$ cat src/rtl/cpu_pkg.sv
// Shared CPU front-end definitions: instruction layout, opcode classes and the
// dispatch FSM state encoding.
package cpu_pkg;

  localparam int unsigned OPC_W   = 4;
  localparam int unsigned P1_W    = 6;
  localparam int unsigned P2_W    = 6;
  localparam int unsigned INSTR_W = OPC_W + P1_W + P2_W;

  localparam logic [OPC_W-1:0] OP_NOP    = 4'b0000;
  localparam logic [OPC_W-1:0] OP_HALT   = 4'b0001;
  localparam logic [OPC_W-1:0] ALU_MASK  = 4'b1000;
  localparam logic [OPC_W-1:0] ALU_VAL   = 4'b1000;
  localparam logic [OPC_W-1:0] LDST_MASK = 4'b1110;
  localparam logic [OPC_W-1:0] LDST_VAL  = 4'b0010;
  localparam logic [OPC_W-1:0] BR_MASK   = 4'b1100;
  localparam logic [OPC_W-1:0] BR_VAL    = 4'b0100;

  typedef struct packed {
    logic [OPC_W-1:0] opcode;
    logic [P1_W-1:0]  param1;
    logic [P2_W-1:0]  param2;
  } instr_t;

  typedef struct packed {
    logic nop;
    logic halt;
    logic ldst;
    logic br;
    logic alu;
  } op_class_t;

  typedef struct packed {
    logic mem_rd;
    logic act_alu;
    logic act_ldst;
    logic act_br;
    logic pc_inc;
    logic busy;
    logic halted;
    logic err_timeout;
  } disp_out_t;

  typedef enum logic [2:0] {
    ST_IDLE,
    ST_FETCH,
    ST_DECODE,
    ST_ACTIVATE,
    ST_WAIT_DONE,
    ST_HALTED,
    ST_ERROR
  } disp_state_e;

  function automatic logic op_match(input logic [OPC_W-1:0] op,
                                    input logic [OPC_W-1:0] mask,
                                    input logic [OPC_W-1:0] val);
    return (op & mask) == val;
  endfunction

endpackage

$ cat src/rtl/instr_dispatch_fsm_if.sv
// Fetch bus, run control and execute-unit activate/done handshake of the dispatcher.
interface instr_dispatch_fsm_if;
  import cpu_pkg::*;

  logic               run;
  logic               mem_rd;
  logic               mem_valid;
  logic [INSTR_W-1:0] instr_in;
  logic [OPC_W-1:0]   opcode;
  logic [P1_W-1:0]    param1;
  logic [P2_W-1:0]    param2;
  logic               act_alu;
  logic               act_ldst;
  logic               act_br;
  logic               done_alu;
  logic               done_ldst;
  logic               done_br;
  logic               pc_inc;
  logic               busy;
  logic               halted;
  logic               err_timeout;

  modport master (
    input  run, mem_valid, instr_in, done_alu, done_ldst, done_br,
    output mem_rd, opcode, param1, param2, act_alu, act_ldst, act_br,
           pc_inc, busy, halted, err_timeout
  );

  modport slave (
    output run, mem_valid, instr_in, done_alu, done_ldst, done_br,
    input  mem_rd, opcode, param1, param2, act_alu, act_ldst, act_br,
           pc_inc, busy, halted, err_timeout
  );

endinterface

$ cat src/rtl/opcode_class_dec.sv
// Opcode to one-hot class decode; the five classes are disjoint and cover all opcodes.
module opcode_class_dec
  import cpu_pkg::*;
(
  input  logic [OPC_W-1:0] opcode_i,
  output op_class_t        cls_o
);

  assign cls_o.nop  = (opcode_i == OP_NOP);
  assign cls_o.halt = (opcode_i == OP_HALT);
  assign cls_o.alu  = op_match(opcode_i, ALU_MASK, ALU_VAL);
  assign cls_o.ldst = op_match(opcode_i, LDST_MASK, LDST_VAL);
  assign cls_o.br   = op_match(opcode_i, BR_MASK, BR_VAL);

endmodule

$ cat src/rtl/instr_dispatch_fsm.sv
// Instruction dispatcher: fetch, latch, decode, activate one execute unit and
// wait for its done with stale-done blanking and a hung-unit timeout.
module instr_dispatch_fsm
  import cpu_pkg::*;
#(
  parameter int unsigned TIMEOUT_CYC = 64,
  parameter int unsigned BLANK_CYC   = 2
) (
  input  logic                 clk,
  input  logic                 rst,
  instr_dispatch_fsm_if.master bus
);

  localparam int unsigned     CNT_W     = $clog2(TIMEOUT_CYC) + 1;
  localparam logic [CNT_W-1:0] CNT_BLANK = CNT_W'(BLANK_CYC);
  localparam logic [CNT_W-1:0] CNT_LIMIT = CNT_W'(TIMEOUT_CYC - 1);

  disp_state_e      state_q, state_d;
  instr_t           ir_q, ir_d;
  logic [CNT_W-1:0] cnt_q, cnt_d;
  disp_out_t        out_q, out_d;
  op_class_t        cls;
  logic             done_sel;

  // Decoding ir_d lets pc_inc be registered into the DECODE cycle itself.
  opcode_class_dec u_dec (
    .opcode_i (ir_d.opcode),
    .cls_o    (cls)
  );

  assign done_sel = (cls.alu  & bus.done_alu)
                  | (cls.ldst & bus.done_ldst)
                  | (cls.br   & bus.done_br);

  always_comb begin
    state_d = state_q;
    ir_d    = ir_q;
    cnt_d   = cnt_q;
    out_d   = '0;

    case (state_q)
      ST_IDLE: begin
        if (bus.run) state_d = ST_FETCH;
      end
      ST_FETCH: begin
        if (bus.mem_valid) begin
          ir_d    = instr_t'(bus.instr_in);
          state_d = ST_DECODE;
        end
      end
      ST_DECODE: begin
        if (cls.nop) begin
          state_d = bus.run ? ST_FETCH : ST_IDLE;
        end else if (cls.halt) begin
          state_d = ST_HALTED;
        end else begin
          state_d = ST_ACTIVATE;
          cnt_d   = '0;
        end
      end
      ST_ACTIVATE: begin
        state_d = ST_WAIT_DONE;
        cnt_d   = CNT_W'(1);
      end
      ST_WAIT_DONE: begin
        // cnt_q is the number of cycles since the activate pulse.
        if (cnt_q > CNT_BLANK && done_sel) begin
          state_d = bus.run ? ST_FETCH : ST_IDLE;
        end else if (cnt_q == CNT_LIMIT) begin
          state_d = ST_ERROR;
        end
        if (cnt_q != '1) cnt_d = cnt_q + CNT_W'(1);
      end
      ST_HALTED: state_d = ST_HALTED;
      ST_ERROR:  state_d = ST_ERROR;
      default:   state_d = ST_IDLE;
    endcase

    out_d.mem_rd      = (state_d == ST_FETCH);
    out_d.busy        = !(state_d inside {ST_IDLE, ST_HALTED, ST_ERROR});
    out_d.halted      = (state_d == ST_HALTED);
    out_d.err_timeout = (state_d == ST_ERROR);
    out_d.pc_inc      = (state_d == ST_DECODE) && cls.nop;
    if (state_d == ST_ACTIVATE) begin
      out_d.act_alu  = cls.alu;
      out_d.act_ldst = cls.ldst;
      out_d.act_br   = cls.br;
    end
  end

  always_ff @(posedge clk or posedge rst) begin
    if (rst) begin
      state_q <= ST_IDLE;
      ir_q    <= '0;
      cnt_q   <= '0;
      out_q   <= '0;
    end else begin
      state_q <= state_d;
      ir_q    <= ir_d;
      cnt_q   <= cnt_d;
      out_q   <= out_d;
    end
  end

  assign bus.mem_rd      = out_q.mem_rd;
  assign bus.act_alu     = out_q.act_alu;
  assign bus.act_ldst    = out_q.act_ldst;
  assign bus.act_br      = out_q.act_br;
  assign bus.pc_inc      = out_q.pc_inc;
  assign bus.busy        = out_q.busy;
  assign bus.halted      = out_q.halted;
  assign bus.err_timeout = out_q.err_timeout;
  assign bus.opcode      = ir_q.opcode;
  assign bus.param1      = ir_q.param1;
  assign bus.param2      = ir_q.param2;

endmodule

$ cat src/flat_wrapper.sv
// flat-port wrapper written by rule: the top's interface ports become plain ports
module instr_dispatch_fsm_flat import cpu_pkg::*;
#(
  parameter int unsigned TIMEOUT_CYC = 64,
  parameter int unsigned BLANK_CYC   = 2
)
  (clk, rst, bus_run, bus_mem_valid, bus_instr_in, bus_done_alu, bus_done_ldst, bus_done_br, bus_mem_rd, bus_opcode, bus_param1, bus_param2, bus_act_alu, bus_act_ldst, bus_act_br, bus_pc_inc, bus_busy, bus_halted, bus_err_timeout);
  instr_dispatch_fsm_if bus_i ();
  input  logic clk;
  input  logic rst;
  input wire logic [$bits(bus_i.run)-1:0] bus_run;
  input wire logic [$bits(bus_i.mem_valid)-1:0] bus_mem_valid;
  input wire logic [$bits(bus_i.instr_in)-1:0] bus_instr_in;
  input wire logic [$bits(bus_i.done_alu)-1:0] bus_done_alu;
  input wire logic [$bits(bus_i.done_ldst)-1:0] bus_done_ldst;
  input wire logic [$bits(bus_i.done_br)-1:0] bus_done_br;
  output wire logic [$bits(bus_i.mem_rd)-1:0] bus_mem_rd;
  output wire logic [$bits(bus_i.opcode)-1:0] bus_opcode;
  output wire logic [$bits(bus_i.param1)-1:0] bus_param1;
  output wire logic [$bits(bus_i.param2)-1:0] bus_param2;
  output wire logic [$bits(bus_i.act_alu)-1:0] bus_act_alu;
  output wire logic [$bits(bus_i.act_ldst)-1:0] bus_act_ldst;
  output wire logic [$bits(bus_i.act_br)-1:0] bus_act_br;
  output wire logic [$bits(bus_i.pc_inc)-1:0] bus_pc_inc;
  output wire logic [$bits(bus_i.busy)-1:0] bus_busy;
  output wire logic [$bits(bus_i.halted)-1:0] bus_halted;
  output wire logic [$bits(bus_i.err_timeout)-1:0] bus_err_timeout;
  assign bus_i.run = bus_run;
  assign bus_i.mem_valid = bus_mem_valid;
  assign bus_i.instr_in = bus_instr_in;
  assign bus_i.done_alu = bus_done_alu;
  assign bus_i.done_ldst = bus_done_ldst;
  assign bus_i.done_br = bus_done_br;
  assign bus_mem_rd = bus_i.mem_rd;
  assign bus_opcode = bus_i.opcode;
  assign bus_param1 = bus_i.param1;
  assign bus_param2 = bus_i.param2;
  assign bus_act_alu = bus_i.act_alu;
  assign bus_act_ldst = bus_i.act_ldst;
  assign bus_act_br = bus_i.act_br;
  assign bus_pc_inc = bus_i.pc_inc;
  assign bus_busy = bus_i.busy;
  assign bus_halted = bus_i.halted;
  assign bus_err_timeout = bus_i.err_timeout;
  instr_dispatch_fsm #(.TIMEOUT_CYC(TIMEOUT_CYC), .BLANK_CYC(BLANK_CYC)) u_core (.clk(clk), .rst(rst), .bus(bus_i));
endmodule
$ cat config.mk
export PLATFORM = sky130hd
export DESIGN_NAME = instr_dispatch_fsm_flat
export DESIGN_NICKNAME = d
export VERILOG_FILES = /design/src/rtl/cpu_pkg.sv /design/src/rtl/instr_dispatch_fsm_if.sv /design/src/rtl/opcode_class_dec.sv /design/src/rtl/instr_dispatch_fsm.sv /design/src/flat_wrapper.sv
export SDC_FILE = /design/constraint.sdc
export NUM_CORES = 1
export LEC_CHECK = 0
export ABC_AREA = 1
export CAP_MARGIN = 20
export CELL_PAD_IN_SITES_DETAIL_PLACEMENT = 1
export CELL_PAD_IN_SITES_GLOBAL_PLACEMENT = 2
export CORE_MARGIN = 2
export CORE_UTILIZATION = 27
export CTS_BUF_LIST = sky130_fd_sc_hd__clkbuf_8
export CTS_CLUSTER_SIZE = 14
export DETAILED_ROUTE_END_ITERATION = 8
export GPL_ROUTABILITY_DRIVEN = 1
export PLACE_DENSITY = 0.75
export SYNTH_ARGS = -nofsm -noshare
export SYNTH_HDL_FRONTEND = slang
export SYNTH_HIERARCHICAL = 1
export SYNTH_SLANG_ARGS = --single-unit
$ cat constraint.sdc
create_clock -name clk -period 2.3 [get_ports clk]
set_input_delay 0.46 -clock clk [delete_from_list [all_inputs] [get_ports clk]]
set_output_delay 0.46 -clock clk [all_outputs]
set_load 0.01 [all_outputs]
---- Word level (Yosys, flattened, before mapping) ----
Index checks and enable logic that the tools add are counted.
storage, ports and cells
  register bits ........................... 34
  input bits .............................. 23
operators by class
  add/sub/neg operators ................... 1
  magnitude comparators ................... 1
  equality and inequality tests ........... 19
  multiplexer cells ....................... 15
  bitwise gates (word level) .............. 5
  reductions and logical operators ........ 10
operators with widths
  kind                                                            number
  two-way mux 16 bit                                              2
  two-way mux 3 bit                                               7
  two-way mux 7 bit                                               3
  case mux 3 bit (7 select lines)                                 1
  case mux 7 bit (3 select lines)                                 1
  == test 3 bit (second input constant)                           5
  == test 3 x 2 -> 1 bit (second input constant)                  4
  == test 3 x 1 -> 1 bit (second input constant)                  3
  adder 7 x 1 -> 7 bit (second input constant)                    1
  == test 7 x 6 -> 1 bit (second input constant)                  1
  greater-than comparator 7 x 2 -> 1 bit (second input constant)  1
  != test 7 bit (second input constant)                           1
  zero test 3 bit                                                 2
  nonzero test 3 bit                                              2
  == test 4 x 1 -> 1 bit (second input constant)                  1
  zero test 4 bit                                                 1
  != test 2 bit (second input constant)                           2
  AND reduction 4 bit                                             1
  AND 1 bit                                                       3
  == test 2 x 1 -> 1 bit (second input constant)                  1
  logical AND 1 bit                                               2
  != test 2 x 1 -> 1 bit (second input constant)                  1
  OR 1 bit                                                        2
  AND reduction 2 bit                                             1
  2 further kinds                                                 2

---- Depth between registers and ports, before layout ----
  depth after elaboration ................. 12
  gate-level depth with buffers ........... 18

---- Cells and area by module ----
Netlist, hierarchy kept.
modules (own cells, without submodules)
  module              instances  cells an instance  area each (um2)  seq. area each (um2)
  instr_dispatch_fsm  1          175                1,692.9          850.8
  opcode_class_dec    1          12                 53.8             0.0

---- Worst setup path after synthesis ----
No wires, ideal clock.
  path type ............................... flip-flop to flip-flop
  start ................................... register u_core.state_q[1]
  end ..................................... register u_core.out_q, in the netlist u_core/bus.busy
  setup time .............................. 117 ps
  arrival ................................. 2,124 ps
  slack ................................... 59 ps
  cell stages (with the launch flop) ...... 17
  clock period less this slack ............ 2,241 ps
  path through ............................ dfrtp_1 -> nor3_4 -> nand2_4 -> buf_6 -> mux2_4 -> inv_1 -> nand2_2 -> nor2_1 -> nand2_1 -> nand3_1 -> nand2_2 -> nand2_1 -> nand3_1 -> nand2_1 -> nand2_2 -> nor2_2 -> nor2_1
RTL lines
  item                    line                       RTL
  from (decl)             instr_dispatch_fsm.sv:18   disp_state_e state_q, state_d;
  from (signal assigned)  instr_dispatch_fsm.sv:98   state_q <= state_d;
  to (signal assigned)    instr_dispatch_fsm.sv:101  out_q <= out_d;
  to (decl)               instr_dispatch_fsm.sv:21   disp_out_t out_q, out_d;

==> impl_metrics.ini <==
[outcome]
status = finished clean

[clocking]
cts.hold.buffers_added = 0
clkTransAtPathRegs_ns = 0.07
numCtsBuffers = 5
clk_latency_ns = 0.28
cts_tree = built
ctsRootBufferMaster = clkbuf_8
htreeDepth = 2
ctsLongestPathBuffers = 2
clock_sinks = 34

[floorplan]
dieArea_um2 = 7130
die_x_um = 84.4
rows = 29
die_y_um = 84.4
core_um2 = 6310
initial_core_util = 0.277
io_pins = 47

[place]
globalplace.congestion = 0.791
port_buffers = 46
dp.cells = 323
dp_slack_ns = -0.341
hpwl_mm = 3.47
place_area_um2 = 2400

[setup_path]
cp.required_ns = 2.48
critPathKind = input pin to flop
cp-end-kind = flop
critPathLaunchType = input pin
cp_max_fo = 6
arrival_ns = 2.38

[global_routing]
grt_pass1_vias = 1539
antenna_found_initial = 0
grt_max_degree = 35
grt_pass1_wl_mm = 7.51
gr-total-overflow = 0
grt_usage = 0.136

[sta]
skew_ns = 0.00591
period_share = 0.957
setup_slack_ns = 0.0984
drv_slew = 0
hold_viol_final = 0
rsz0062_at_grt = yes
setup_viol = 0
slew_headroom = 0.703
timing.final.crit_period_ns = 2.20
worstMarginPinSlew_ns = 0.446
timing.fmax_ghz = 0.454

[route]
route.detailed.drc = 0
wl_mm = 4.56
num_vias = 1474
drtIter0Drc = 42
dr.pass1.iters = 4
ant_nets = 0
routedWlPerCell_um = 13.6
vias_per_cell = 4.40

[cells_and_area]
nets = 284
drive_gt1_frac = 0.298
n_antenna_cell = 0
final_area_um2 = 2580
multi_input_area_um2 = 808
nFillCells = 741
final_util = 0.409
regArea_um2 = 851
area_growth_pct = 48.0
fin_cells = 335

[logic_synthesis]
yosys_warnings = 6
ys_seq_elements = 34
synth.top_cell.area_share = 0.487
netlist_area_um2 = 1750
synth_nets = 212
syn_avg_cell_area_um2 = 9.34
seq_area_frac_synth = 0.487
synth_cells = 187
synth_top_area_cell = dfrtp_1
yosysUniqueCellTypes = 25
ys_top_cells_by_area = dfrtp_1 (49%), mux2_4 (7.7%), nand2_1 (6.0%)

[min_path]
min_path_type = flop to flop

[run]
drv_cap = 0

[power_and_ir_drop]
power.density_nw_per_um2 = 420
peakVddDrop_v = 0.000211
p_leak_uw = 0.00130
==> cell families after synthesis <==
family | share of synthesized area
AOI/OAI and AO/OA | 0.0394
xor gates and xnor gates | 0.0201
adders and majority gates | 0.0143
buffers and inverters | 0.0817
DFF | 0.487
muxes | 0.122
and+or+nand+nor | 0.235
==> per-stage QoR <==
| stage | hold WS, ns | total power (µW) | TNS, ns |
|---|---|---|---|
| after floorplan | 0.513 | 619 | 0 |
| after global placement | 0.487 | 663 | -1.83 |
| after detailed placement | 0.493 | 664 | -2.80 |
| after CTS | 0.509 | 1120 | 0 |
| after global routing | 0.521 | 1130 | -0.0674 |
| final | 0.502 | 1090 | 0 |
==> layer usage <==
metal | GRT usage | vias up | share of wire
li1 | - | 731 | -
met1 | 0.170 | 722 | 0.44
met2 | 0.226 | 19 | 0.52
met3 | 0.0374 | 2 | 0.028
met4 | 0.0476 | 0 | 0.0088
met5 | 0 | - | 0
==> where the power goes <==
group	switching, µW	leakage, µW	internal [µW]	total, µW
Sequential	0	0.000450	598	598
Clock	205	0.0000431	231	436
Combinational	18.7	0.000805	34.4	53.1
==> critical path, cell delays in order <==
cell and delay (ns):
clkdlybuf4s50_1 0.52, nand2_4 0.11, mux2_4 0.33, inv_2 0.07, nand2_4 0.07, nor2_4 0.11, nand2_1 0.07, nand3_2 0.10
nand2_2 0.09, nand2_1 0.07, nand3_1 0.07, nand2_1 0.10, nand2_2 0.07, nor2_2 0.09, nor2_1 0.05
==> worst paths after layout <==
path / startpoint / end / slack [ns] / cells past startpoint
setup reg to reg: u_core/state_q[0]$_DFF_PP0_ / u_core/bus.busy$_DFF_PP0_ / 0.12 / 16
setup / recovery: bus_mem_valid / u_core/bus.busy$_DFF_PP0_ / 0.1 / 15
hold / removal: u_core/bus.param2[5]$_DFFE_PP0P_ / u_core/bus.param2[5]$_DFFE_PP0P_ / 0.50 / 1
min in group asynchronous: rst / u_core/bus.pc_inc$_DFF_PP0_ / 0.59 / 3
hold reg to reg: u_core/bus.param2[5]$_DFFE_PP0P_ / u_core/bus.param2[5]$_DFFE_PP0P_ / 0.50 / 1
max in group asynchronous: rst / u_core/bus.act_alu$_DFF_PP0_ / 1.40 / 3
==> final cells by class <==
type,instances,share of cell area
clock buffer,6,0.0319
inverter,33,0.0499
multi-input combinational,118,0.313
sequential,34,0.329
tap,77,0.0373
timing repair buffer,67,0.239
==> sequential cells by signal, summed over array words and instances (netlist names) <==
name and cells:
u_core/bus.mem_rd 1, u_core/bus.opcode 4, u_core/bus.err_timeout 1, u_core/bus.pc_inc 1
u_core/bus.param1 6, u_core/bus.act_br 1, u_core/bus.act_alu 1, u_core/bus.param2 6
u_core/state_q 3, u_core/bus.act_ldst 1, u_core/cnt_q 7, u_core/bus.busy 1
u_core/bus.halted 1
==> placed cells by master, fill, tap and decap left out, types with 3 or more instances in the layout <==
cell type        instances
clkdlybuf4s50_1         46
dfrtp_1                 34
nand2_1                 28
inv_1                   23
buf_4                   21
nor2_1                  19
nand3_1                 12
mux2_4                   9
inv_2                    8
mux2_2                   7
clkbuf_8                 6
nand3_2                  5
nand2_2                  5
nor2_2                   5
a21oi_1                  4
nand2_4                  3
o31ai_1                  3
xor2_1                   3
==> synthesized netlist by cell type (all sizes together) <==
cell type,count
o22ai,2
nor2,26
nand4,1
nand2,36
inv,33
dfrtp,34
xnor2,1
ha,2
buf,2
mux2,16
o31ai,3
xor2,3
nand3,18
a21oi,4
o21ai,2
nor3,4
==> repair_timing <==
action                     CTS  global route
gates resized for setup      2            17
buffers inserted             0             6
setup endpoints to repair    1            10
hold endpoints to repair     0             0
pin swaps                    0            12
No activity file was read; power rests on OpenSTA's default activity.
